--- src/rtl/regfile_multiport_sb_pkg.sv ---
// Shared definitions for the multiport register file:
// sweep/run state encoding, default geometry and a port slice helper.
package regfile_pkg;

  typedef enum logic {
    ST_CLEAR = 1'b0,
    ST_RUN   = 1'b1
  } state_t;

  localparam int unsigned DEF_DATA_W = 32;
  localparam int unsigned DEF_ADDR_W = 5;
  localparam int unsigned DEF_NUM_RD = 2;

  // Low bit of port 'idx' inside a packed bus of 'width'-bit lanes.
  function automatic int unsigned slice_lo(input int unsigned idx, input int unsigned width);
    return idx * width;
  endfunction

endpackage

--- src/rtl/regfile_multiport_sb_if.sv ---
// Decode/writeback side bundle of the register file.
//   master : decode/writeback stage (drives addresses, write data, issue)
//   slave  : register file (returns read data, busy flags, Ready)
// Signals: SoftClr, RA, BusR, RdBusy, RW, BusW, RegWr, IssueWr, IssueRd, Ready.
interface regfile_multiport_sb_if
  import regfile_pkg::*;
#(
  parameter int unsigned DATA_W = DEF_DATA_W,
  parameter int unsigned ADDR_W = DEF_ADDR_W,
  parameter int unsigned NUM_RD = DEF_NUM_RD
);
  logic                       SoftClr;
  logic [NUM_RD*ADDR_W-1:0]   RA;
  logic [NUM_RD*DATA_W-1:0]   BusR;
  logic [NUM_RD-1:0]          RdBusy;
  logic [ADDR_W-1:0]          RW;
  logic [DATA_W-1:0]          BusW;
  logic                       RegWr;
  logic                       IssueWr;
  logic [ADDR_W-1:0]          IssueRd;
  logic                       Ready;

  modport master (
    output SoftClr, RA, RW, BusW, RegWr, IssueWr, IssueRd,
    input  BusR, RdBusy, Ready
  );

  modport slave (
    input  SoftClr, RA, RW, BusW, RegWr, IssueWr, IssueRd,
    output BusR, RdBusy, Ready
  );
endinterface

--- src/rtl/regfile_multiport_sb_scoreboard.sv ---
// Busy scoreboard: one bit per register, bit 0 is always 0.
// Ports:
//   clk, rst  : clock, async active-high reset (clears all bits)
//   clr_all   : synchronous clear of every bit (highest priority)
//   set_en/set_addr : mark a register busy (producer issued)
//   clr_en/clr_addr : mark a register free (writeback)
//   busy      : current busy vector
module regfile_scoreboard #(
  parameter int unsigned ADDR_W = 5
) (
  input  logic                     clk,
  input  logic                     rst,
  input  logic                     clr_all,
  input  logic                     set_en,
  input  logic [ADDR_W-1:0]        set_addr,
  input  logic                     clr_en,
  input  logic [ADDR_W-1:0]        clr_addr,
  output logic [(1<<ADDR_W)-1:0]   busy
);
  localparam int unsigned DEPTH = 1 << ADDR_W;

  always_ff @(posedge clk or posedge rst) begin
    if (rst) begin
      busy <= '0;
    end else if (clr_all) begin
      busy <= '0;
    end else begin
      // Bit 0 is never touched, so it stays at its reset value of 0.
      // Set is tested first: a newly issued producer supersedes a
      // same-cycle writeback to the same register.
      for (int unsigned i = 1; i < DEPTH; i++) begin
        if (set_en && set_addr == ADDR_W'(i)) begin
          busy[i] <= 1'b1;
        end else if (clr_en && clr_addr == ADDR_W'(i)) begin
          busy[i] <= 1'b0;
        end
      end
    end
  end
endmodule

--- src/rtl/regfile_multiport_sb.sv ---
// Multiport register file with write bypass and busy scoreboard.
// NUM_RD combinational read ports, one synchronous write port. After reset
// or SoftClr a sweep zeroes one register per cycle; Ready rises once the
// whole array has been cleared. Register 0 always reads 0.
// Ports:
//   Clk   : clock
//   Reset : async active-high reset
//   bus   : slave side of regfile_multiport_sb_if (reads, write, issue, Ready)
module regfile_multiport_sb
  import regfile_pkg::*;
#(
  parameter int unsigned DATA_W = DEF_DATA_W,
  parameter int unsigned ADDR_W = DEF_ADDR_W,
  parameter int unsigned NUM_RD = DEF_NUM_RD,
  parameter int unsigned BYPASS = 1
) (
  input  logic                  Clk,
  input  logic                  Reset,
  regfile_multiport_sb_if.slave bus
);
  localparam int unsigned DEPTH = 1 << ADDR_W;

  state_t              state_q, state_d;
  logic [ADDR_W-1:0]   clr_ptr_q, clr_ptr_d;
  logic [DATA_W-1:0]   regs [DEPTH];
  logic [DEPTH-1:0]    busy;
  logic                run;
  logic                soft_clr;
  logic                wr_en;
  logic                issue_en;

  assign run      = (state_q == ST_RUN);
  assign soft_clr = run && bus.SoftClr;
  // A soft clear discards the write and issue presented with it.
  assign wr_en    = run && !bus.SoftClr && bus.RegWr && (bus.RW != '0);
  assign issue_en = run && !bus.SoftClr && bus.IssueWr && (bus.IssueRd != '0);
  assign bus.Ready = run;

  always_ff @(posedge Clk or posedge Reset) begin
    if (Reset) begin
      state_q   <= ST_CLEAR;
      clr_ptr_q <= '0;
    end else begin
      state_q   <= state_d;
      clr_ptr_q <= clr_ptr_d;
    end
  end

  always_comb begin
    state_d   = state_q;
    clr_ptr_d = clr_ptr_q;
    unique case (state_q)
      ST_CLEAR: begin
        clr_ptr_d = clr_ptr_q + 1'b1;
        if (clr_ptr_q == '1) state_d = ST_RUN;
      end
      ST_RUN: begin
        if (bus.SoftClr) begin
          state_d   = ST_CLEAR;
          clr_ptr_d = '0;
        end
      end
      default: state_d = ST_CLEAR;
    endcase
  end

  // Array has no reset; the sweep is what zeroes it.
  always_ff @(posedge Clk) begin
    if (!run) begin
      regs[clr_ptr_q] <= '0;
    end else if (wr_en) begin
      regs[bus.RW] <= bus.BusW;
    end
  end

  regfile_scoreboard #(
    .ADDR_W (ADDR_W)
  ) u_scoreboard (
    .clk      (Clk),
    .rst      (Reset),
    .clr_all  (soft_clr),
    .set_en   (issue_en),
    .set_addr (bus.IssueRd),
    .clr_en   (wr_en),
    .clr_addr (bus.RW),
    .busy     (busy)
  );

  for (genvar g = 0; g < NUM_RD; g++) begin : g_rd
    logic [ADDR_W-1:0] ra;
    logic              hit;
    logic [DATA_W-1:0] data;

    assign ra  = bus.RA[slice_lo(g, ADDR_W) +: ADDR_W];
    assign hit = (BYPASS != 0) && bus.RegWr && (bus.RW == ra) && (ra != '0);

    always_comb begin
      data = '0;
      if (run && ra != '0) begin
        data = hit ? bus.BusW : regs[ra];
      end
    end

    assign bus.BusR[slice_lo(g, DATA_W) +: DATA_W] = data;
    // Bypassed data is already current, so the port is not stalled.
    assign bus.RdBusy[g] = run && busy[ra] && !hit;
  end
endmodule

--- src/flat_wrapper.sv ---
// flat-port wrapper written by rule: the top's interface ports become plain ports
module regfile_multiport_sb_flat import regfile_pkg::*;
#(
  parameter int unsigned DATA_W = DEF_DATA_W,
  parameter int unsigned ADDR_W = DEF_ADDR_W,
  parameter int unsigned NUM_RD = DEF_NUM_RD,
  parameter int unsigned BYPASS = 1
)
  (Clk, Reset, bus_SoftClr, bus_RA, bus_RW, bus_BusW, bus_RegWr, bus_IssueWr, bus_IssueRd, bus_BusR, bus_RdBusy, bus_Ready);
  regfile_multiport_sb_if #(.DATA_W(DATA_W), .ADDR_W(ADDR_W), .NUM_RD(NUM_RD)) bus_i ();
  input  logic Clk;
  input  logic Reset;
  input wire logic [$bits(bus_i.SoftClr)-1:0] bus_SoftClr;
  input wire logic [$bits(bus_i.RA)-1:0] bus_RA;
  input wire logic [$bits(bus_i.RW)-1:0] bus_RW;
  input wire logic [$bits(bus_i.BusW)-1:0] bus_BusW;
  input wire logic [$bits(bus_i.RegWr)-1:0] bus_RegWr;
  input wire logic [$bits(bus_i.IssueWr)-1:0] bus_IssueWr;
  input wire logic [$bits(bus_i.IssueRd)-1:0] bus_IssueRd;
  output wire logic [$bits(bus_i.BusR)-1:0] bus_BusR;
  output wire logic [$bits(bus_i.RdBusy)-1:0] bus_RdBusy;
  output wire logic [$bits(bus_i.Ready)-1:0] bus_Ready;
  assign bus_i.SoftClr = bus_SoftClr;
  assign bus_i.RA = bus_RA;
  assign bus_i.RW = bus_RW;
  assign bus_i.BusW = bus_BusW;
  assign bus_i.RegWr = bus_RegWr;
  assign bus_i.IssueWr = bus_IssueWr;
  assign bus_i.IssueRd = bus_IssueRd;
  assign bus_BusR = bus_i.BusR;
  assign bus_RdBusy = bus_i.RdBusy;
  assign bus_Ready = bus_i.Ready;
  regfile_multiport_sb #(.DATA_W(DATA_W), .ADDR_W(ADDR_W), .NUM_RD(NUM_RD), .BYPASS(BYPASS)) u_core (.Clk(Clk), .Reset(Reset), .bus(bus_i));
endmodule
--- config.mk ---
export PLATFORM = sky130hd
export DESIGN_NAME = regfile_multiport_sb_flat
export DESIGN_NICKNAME = d
export VERILOG_FILES = /design/src/rtl/regfile_multiport_sb_pkg.sv /design/src/rtl/regfile_multiport_sb_if.sv /design/src/rtl/regfile_multiport_sb_scoreboard.sv /design/src/rtl/regfile_multiport_sb.sv /design/src/flat_wrapper.sv
export SDC_FILE = /design/constraint.sdc
export NUM_CORES = 1
export LEC_CHECK = 0
export CAP_MARGIN = 10
export CELL_PAD_IN_SITES_DETAIL_PLACEMENT = 1
export CELL_PAD_IN_SITES_GLOBAL_PLACEMENT = 1
export CORE_MARGIN = 1.5
export CORE_UTILIZATION = 40
export DETAILED_ROUTE_END_ITERATION = 16
export GPL_TIMING_DRIVEN = 0
export PLACE_DENSITY = 0.71
export RECOVER_POWER = 25
export SYNTH_ARGS = -nofsm -noshare
export SYNTH_HDL_FRONTEND = slang
export SYNTH_HIERARCHICAL = 1
export SYNTH_SLANG_ARGS = --single-unit
--- constraint.sdc ---
create_clock -name Clk -period 5.5 [get_ports Clk]
set_input_delay 0.55 -clock Clk [delete_from_list [all_inputs] [get_ports Clk]]
set_output_delay 0.55 -clock Clk [all_outputs]
set_load 0.02 [all_outputs]
Word level (Yosys, flattened, before mapping)
Memories as Yosys holds them, arrays and structs flattened.
Cells that the tools add are included.

cells by class
  add/subtract/negate cells = 1
  multiply operators = 0
  divide/modulo/power cells = 0
  order comparisons = 2
  eq/ne operators = 66
  shifts and indexed selects = 0
  mux-type cells = 83
  bitwise gates (word level) = 1
  reductions and logical operators = 117

operators by type and width
  operator               count
  $eq A5 B5 Y1 const B   33
  $mux W32               5
  $reduce_bool A3 Y1     31
  $eq A5 B4 Y1 const B   16
  $logic_and A1 B1 Y1    78
  $mux W1                71
  $eq A5 B3 Y1 const B   8
  $reduce_or A32 Y1      1
  $mux W31               1
  $eq A5 B2 Y1 const B   4
  $reduce_bool A5 Y1     4
  $lt A5 B6 Y1 const B   2
  $bmux W1 S5            2
  $eq A5 B1 Y1 const B   2
  $eq A5 B5 Y1           2
  $mux W5                2
  $pmux W5 S2            1
  $add A5 B1 Y5 const B  1
  $logic_not A1 Y1       3
  $ne A2 B2 Y1 const B   1
  $pmux W1 S2            1
  $not A1 Y1             1

word-level totals
  register bits = 37
  bits in latches = 0
  RAM bits = 1024
  ROM bits = 0
  word-level logic and storage cells = 304
  memories kept = 1

memory list
  name         depth  width  read ports  clocked after memory_dff  wr ports  RTL line                    RTL
  u_core.regs  32     32     2           0                         1         regfile_multiport_sb.sv:25  logic [DATA_W-1:0] regs [DEPTH];

Logic depth before layout (Yosys ltp)
  word-level depth = 9
  gate-level depth with buffers = 9
  gate-level depth less buffers = 6

Modules after synthesis
The synthesis kept the hierarchy.

by module, submodules not included
  module                instances  cells an instance  area each (sq um)  seq. area each (sq um)
  regfile_multiport_sb  1          2648               49012.0            30899.6
  regfile_scoreboard    1          137                1461.4             775.7

Least setup slack after synthesis
No wires, ideal clock.

  path type = input port to flip-flop
  start point = in bus_RW[3]
  end point = mem u_core/regs[15][0] (netlist name) (enable)
  arrival time = 3118 ps
  required time = 5079 ps
  slack = 1961 ps
  stages = 7
  buffers on the path = 2
  path through = clkbuf_1 -> nor3_1 -> a21oi_2 -> mux2i_1 -> or2_2 -> clkbuf_1 -> nor2_1

between the ends
  cells in the longest elaborated chain, start to end = 7
  elaborated cells between the ends (all ways) = 8
  classes of those cells = 5 x mux; 3 x reduce/logical

ends and longest elaborated chain
  item                                          RTL line                    RTL
  from (decl)                                   flat_wrapper.sv:15          input wire logic [$bits(bus_i.RW)-1:0] bus_RW;
  $reduce_bool A5 Y1                            regfile_multiport_sb.sv:35  assign wr_en = run && !bus.SoftClr && bus.RegWr && (bus.RW != '0);
  $logic_and A1 B1 Y1                           regfile_multiport_sb.sv:35
  $mux W1                                       regfile_multiport_sb.sv:71  end else if (wr_en) begin
  $mux W1                                       regfile_multiport_sb.sv:69  if (!run) begin
  $mux W1 (not written as such)                 regfile_multiport_sb.sv:72  regs[bus.RW] <= bus.BusW;
  $reduce_or A32 Y1 (no line)                   n/a
  $mux W5 (no line) or $mux W1 (tied branches)  n/a
  to (decl)                                     regfile_multiport_sb.sv:25

Several ways; a longest one is shown, not always the timed one.

Final worst setup path
  start point = in bus_RA[1]
  end point = out bus_BusR[31]

between the ends
  cells in the longest elaborated chain, start to end = 5
  elaborated cells between the ends (all ways) = 8
  classes of those cells = 1 x eq/ne; 2 x mux; 4 x reduce/logical; 1 x memory

ends and longest elaborated chain
  item                                                     RTL line                    RTL
  from (decl)                                              flat_wrapper.sv:14          input wire logic [$bits(bus_i.RA)-1:0] bus_RA;
  branches (longest 4 deep; another with $mem_v2 Z32 W32)  n/a
  $mux W32 (*)                                             regfile_multiport_sb.sv:99  if (run && ra != '0) begin
  to (decl)                                                flat_wrapper.sv:20          output wire logic [$bits(bus_i.BusR)-1:0] bus_BusR;

Mark *: on every way between the ends.

==> metrics <==
Pleak 0.01900 µW; Tmin final 5.559 ns; worst-path cell chain clkdlybuf4s50_1 > buf_2 > buf_2 > buf_2 > nor3_1 > a32o_1 > nor3_1 > a32oi_1 > a21oi_1 > clkdlybuf4s50_1; I/O Buffers 118; crit path to bus_BusR[31]; I/O Pins 124; R2R Setup Slk 0.30 ns; clk sink count 1061; initial core utilization 40.25%; hpwl dp 130.7 mm; arrival time worst endpoint 5.01 ns; # DRC 0; Synth warnings 6; initial antenna violation count 11; Post-DRT Antenna Nets 0; row cnt 130; final WL 187.4 mm; MaxCap Viol Count 20; die area 128300 µm²; Crit Path Max Fanout 10; Worst-path clk slew 0.06 ns; Slew Viols, Final 370; worst setup path startpoint bus_RA[1]; latest clock arrival within the worst-skew pair 0.72 ns; Rel. slew slack -58.19%; die height 358.2 µm; clock buffer depth 3; via count 33.08k; DRT Pass-1 Iters 6; post-synthesis area per instance 18.12 µm²; vias per inst 6.882; CTS buffer count 112; Die Width 358.2 µm; Peak supply drop 0.0003218 V; Final Skew 0.03392 ns; Crit. End Element output port; Yosys top cell area share 60.92%; total global routing overflow 0; sequential standard cell area 31680 µm²; failing checks max-capacitance violations, max-slew violations, negative setup slack; post-synth top area cell edfxtp_1; Seq/Total Area, Yosys 62.76%; Layout Nets 3119; CTS tree done; top cells by area, synth edfxtp_1, mux4_2, mux2i_1; Layout area overhead 15.17%; clock root cell clkbuf_16; worst r2r src u_core/bus.Ready; synthesized area 50470 µm²; number of flops mapped to enable cells by yosys 1024; H-tree level count 3; count of unique library cells instantiated by Yosys 69; Main synth FF type edfxtp_1; worst min-delay path category in -> async; CORE AREA 125400 µm²; startpoint types input pin; vias in the first global route 34.09k; Final setup viols 3; Post-Synthesis Cells 2785; total placed cells including tap cells 4586; Starting DRT DRC Count 4607; GRT Util Overall 29.16%; Fillers 11.74k; worst setup margin -0.05868 ns; fmax 179.9 MHz; GPL Wtd Cong 0.9951; first-pass GRT wire length 261.5 mm; slew of the pin with the lowest slew margin 2.364 ns; Post-Layout Cell Count 4806; outcome finished with violations; Max stage delay cell, worst path clkdlybuf4s50_1; critical path class in -> out; share of cells above drive strength 1 25.53%; Synth Net Count 2844; fraction of registers with async set/reset 3.487%; CP most frequent cell buf_2; pin count of the biggest net entering global routing 33; Place WS -0.1553 ns; power per cell area 359.9 nW/µm²; #FFs+latches synth 1061; Reg2Reg Capture Point u_core/regs[16][18]; multi-input logic area 17670 µm²; CTS Hold Bufs 0; average routed wire per standard cell 38.99 µm; crit share post-route 101.1%; RSZ-0062 raised after global routing no; Worst path max stage delay 0.76 ns; Worst Reg-to-Reg Cells 5; CP required 4.95 ns; Final Hold Violating Endpoints 0
-- sequential cells by signal, indices dropped and copies added, names as in the netlist --
register                  cells
u_core/regs                1024
u_core/bus.Ready              1
u_core/u_scoreboard/busy     31
u_core/clr_ptr_q              5
-- cell type report --
type	count	share of cell area, %
diodes	3	0.01291
clock inverters	66	0.8932
clock buffers	141	5.135
well taps	1650	3.551
inverters	10	0.06457
flip-flops and latches	1061	54.49
plain buffers	244	2.118
repair buffers	161	3.336
multi-input cells	1470	30.40
-- placed cells by master, fill, tap and decap left out, types with 64 or more instances in the layout --
cell	instances
mux4_2	462
nand2_1	71
clkbuf_1	152
clkbuf_16	116
mux2i_1	126
buf_2	64
a22o_1	123
a31oi_1	71
clkdlybuf4s50_1	116
edfxtp_1	1024
o21ai_0	153
-- cell usage after synthesis, types with 8 or more instances --
library cell	instances
mux2i_1	126
buf_4	18
inv_1	9
a221oi_1	32
buf_6	14
o22a_1	31
buf_1	14
nand3b_1	8
a211oi_1	44
o21ai_1	12
o211ai_1	52
a31oi_1	73
a21oi_1	8
nand2b_1	27
mux4_2	462
clkbuf_1	128
and2_1	36
nor2b_1	32
nand2_1	71
xor2_1	8
buf_2	65
o2111ai_1	9
dfrtp_1	37
nor2_1	46
nor3_1	8
edfxtp_1	1024
nand3_1	9
o221ai_1	21
a22o_1	123
o21ai_0	150
-- worst min path at each step --
stage	start	endpoint	slack, ns	depth (start not counted)
floorplan	Reset	u_core/bus.Ready	0.34	1
global placement	u_core/u_scoreboard/busy[28]	u_core/u_scoreboard/busy[28]	0.54	2
CTS	Reset	u_core/bus.Ready	0.17	2
global route	Reset	u_core/bus.Ready	0.32	2
finish	Reset	u_core/bus.Ready	0.30	2
detailed placement	u_core/u_scoreboard/busy[30]	u_core/u_scoreboard/busy[30]	0.56	2
-- critical path: cells and delay by family --
family	cells	cell delay, ns
buf+inv	5	2.96
compound gates	3	1.07
simple gates	2	0.40
-- through the flow --
stage	hold slack [ns]	cell area [µm²]	util, %	TNS, ns	total power (µW)
2_1_floorplan	0.3410	50470	-	0	11960
3_3_place_gp	0.5370	53720	42.84	-787.72	13290
3_5_place_dp	0.5561	54650	43.58	-0.6263	13700
4_1_cts	0.1692	58160	46.38	0	20990
5_1_grt	0.3245	58120	46.35	0	21390
6_report	0.2987	58130	46.35	-0.1462	20920
-- layer usage --
layer  GRT usage, %  part of all wire (%)  wire, µm
met1          37.39                    36     68240
met2          46.35                    47     88690
met3          8.579                    12     21850
met4          12.31                   4.6      8615
met5              0                0.0059        11
-- power breakdown --
part	internal (µW)	leakage [µW]	switching [µW]	total (µW)
Sequential	9710	0.0105	332	10000
Combinational	1240	0.00681	2290	3530
Clock	4110	0.00173	3240	7350
Total	15100	0.0190	5860	20900
-- repair_timing --
| item | in CTS | in global routing |
|---|---|---|
| gates cloned | 0 | 0 |
| buffers inserted | 0 | 0 |
| resized for setup | 1 | 17 |
| setup endpoints to repair | 7 | 8 |
-- cell families (layout without fill, tap and decap cells) --
| family | Yosys count | in the layout | synth area share (%) |
|---|---|---|---|
| mux | 593 | 593 | 23.23 |
| buf+inv | 254 | 622 | 2.484 |
| other cells | 1 | 4 | 0.007430 |
| fa+ha+maj | 2 | 2 | 0.04957 |
| xor+xnor | 10 | 10 | 0.1735 |
| compound gates | 590 | 590 | 8.406 |
| simple gates | 274 | 274 | 2.898 |
| flops | 1061 | 1061 | 62.76 |
Power figures use the tool's default switching activity.
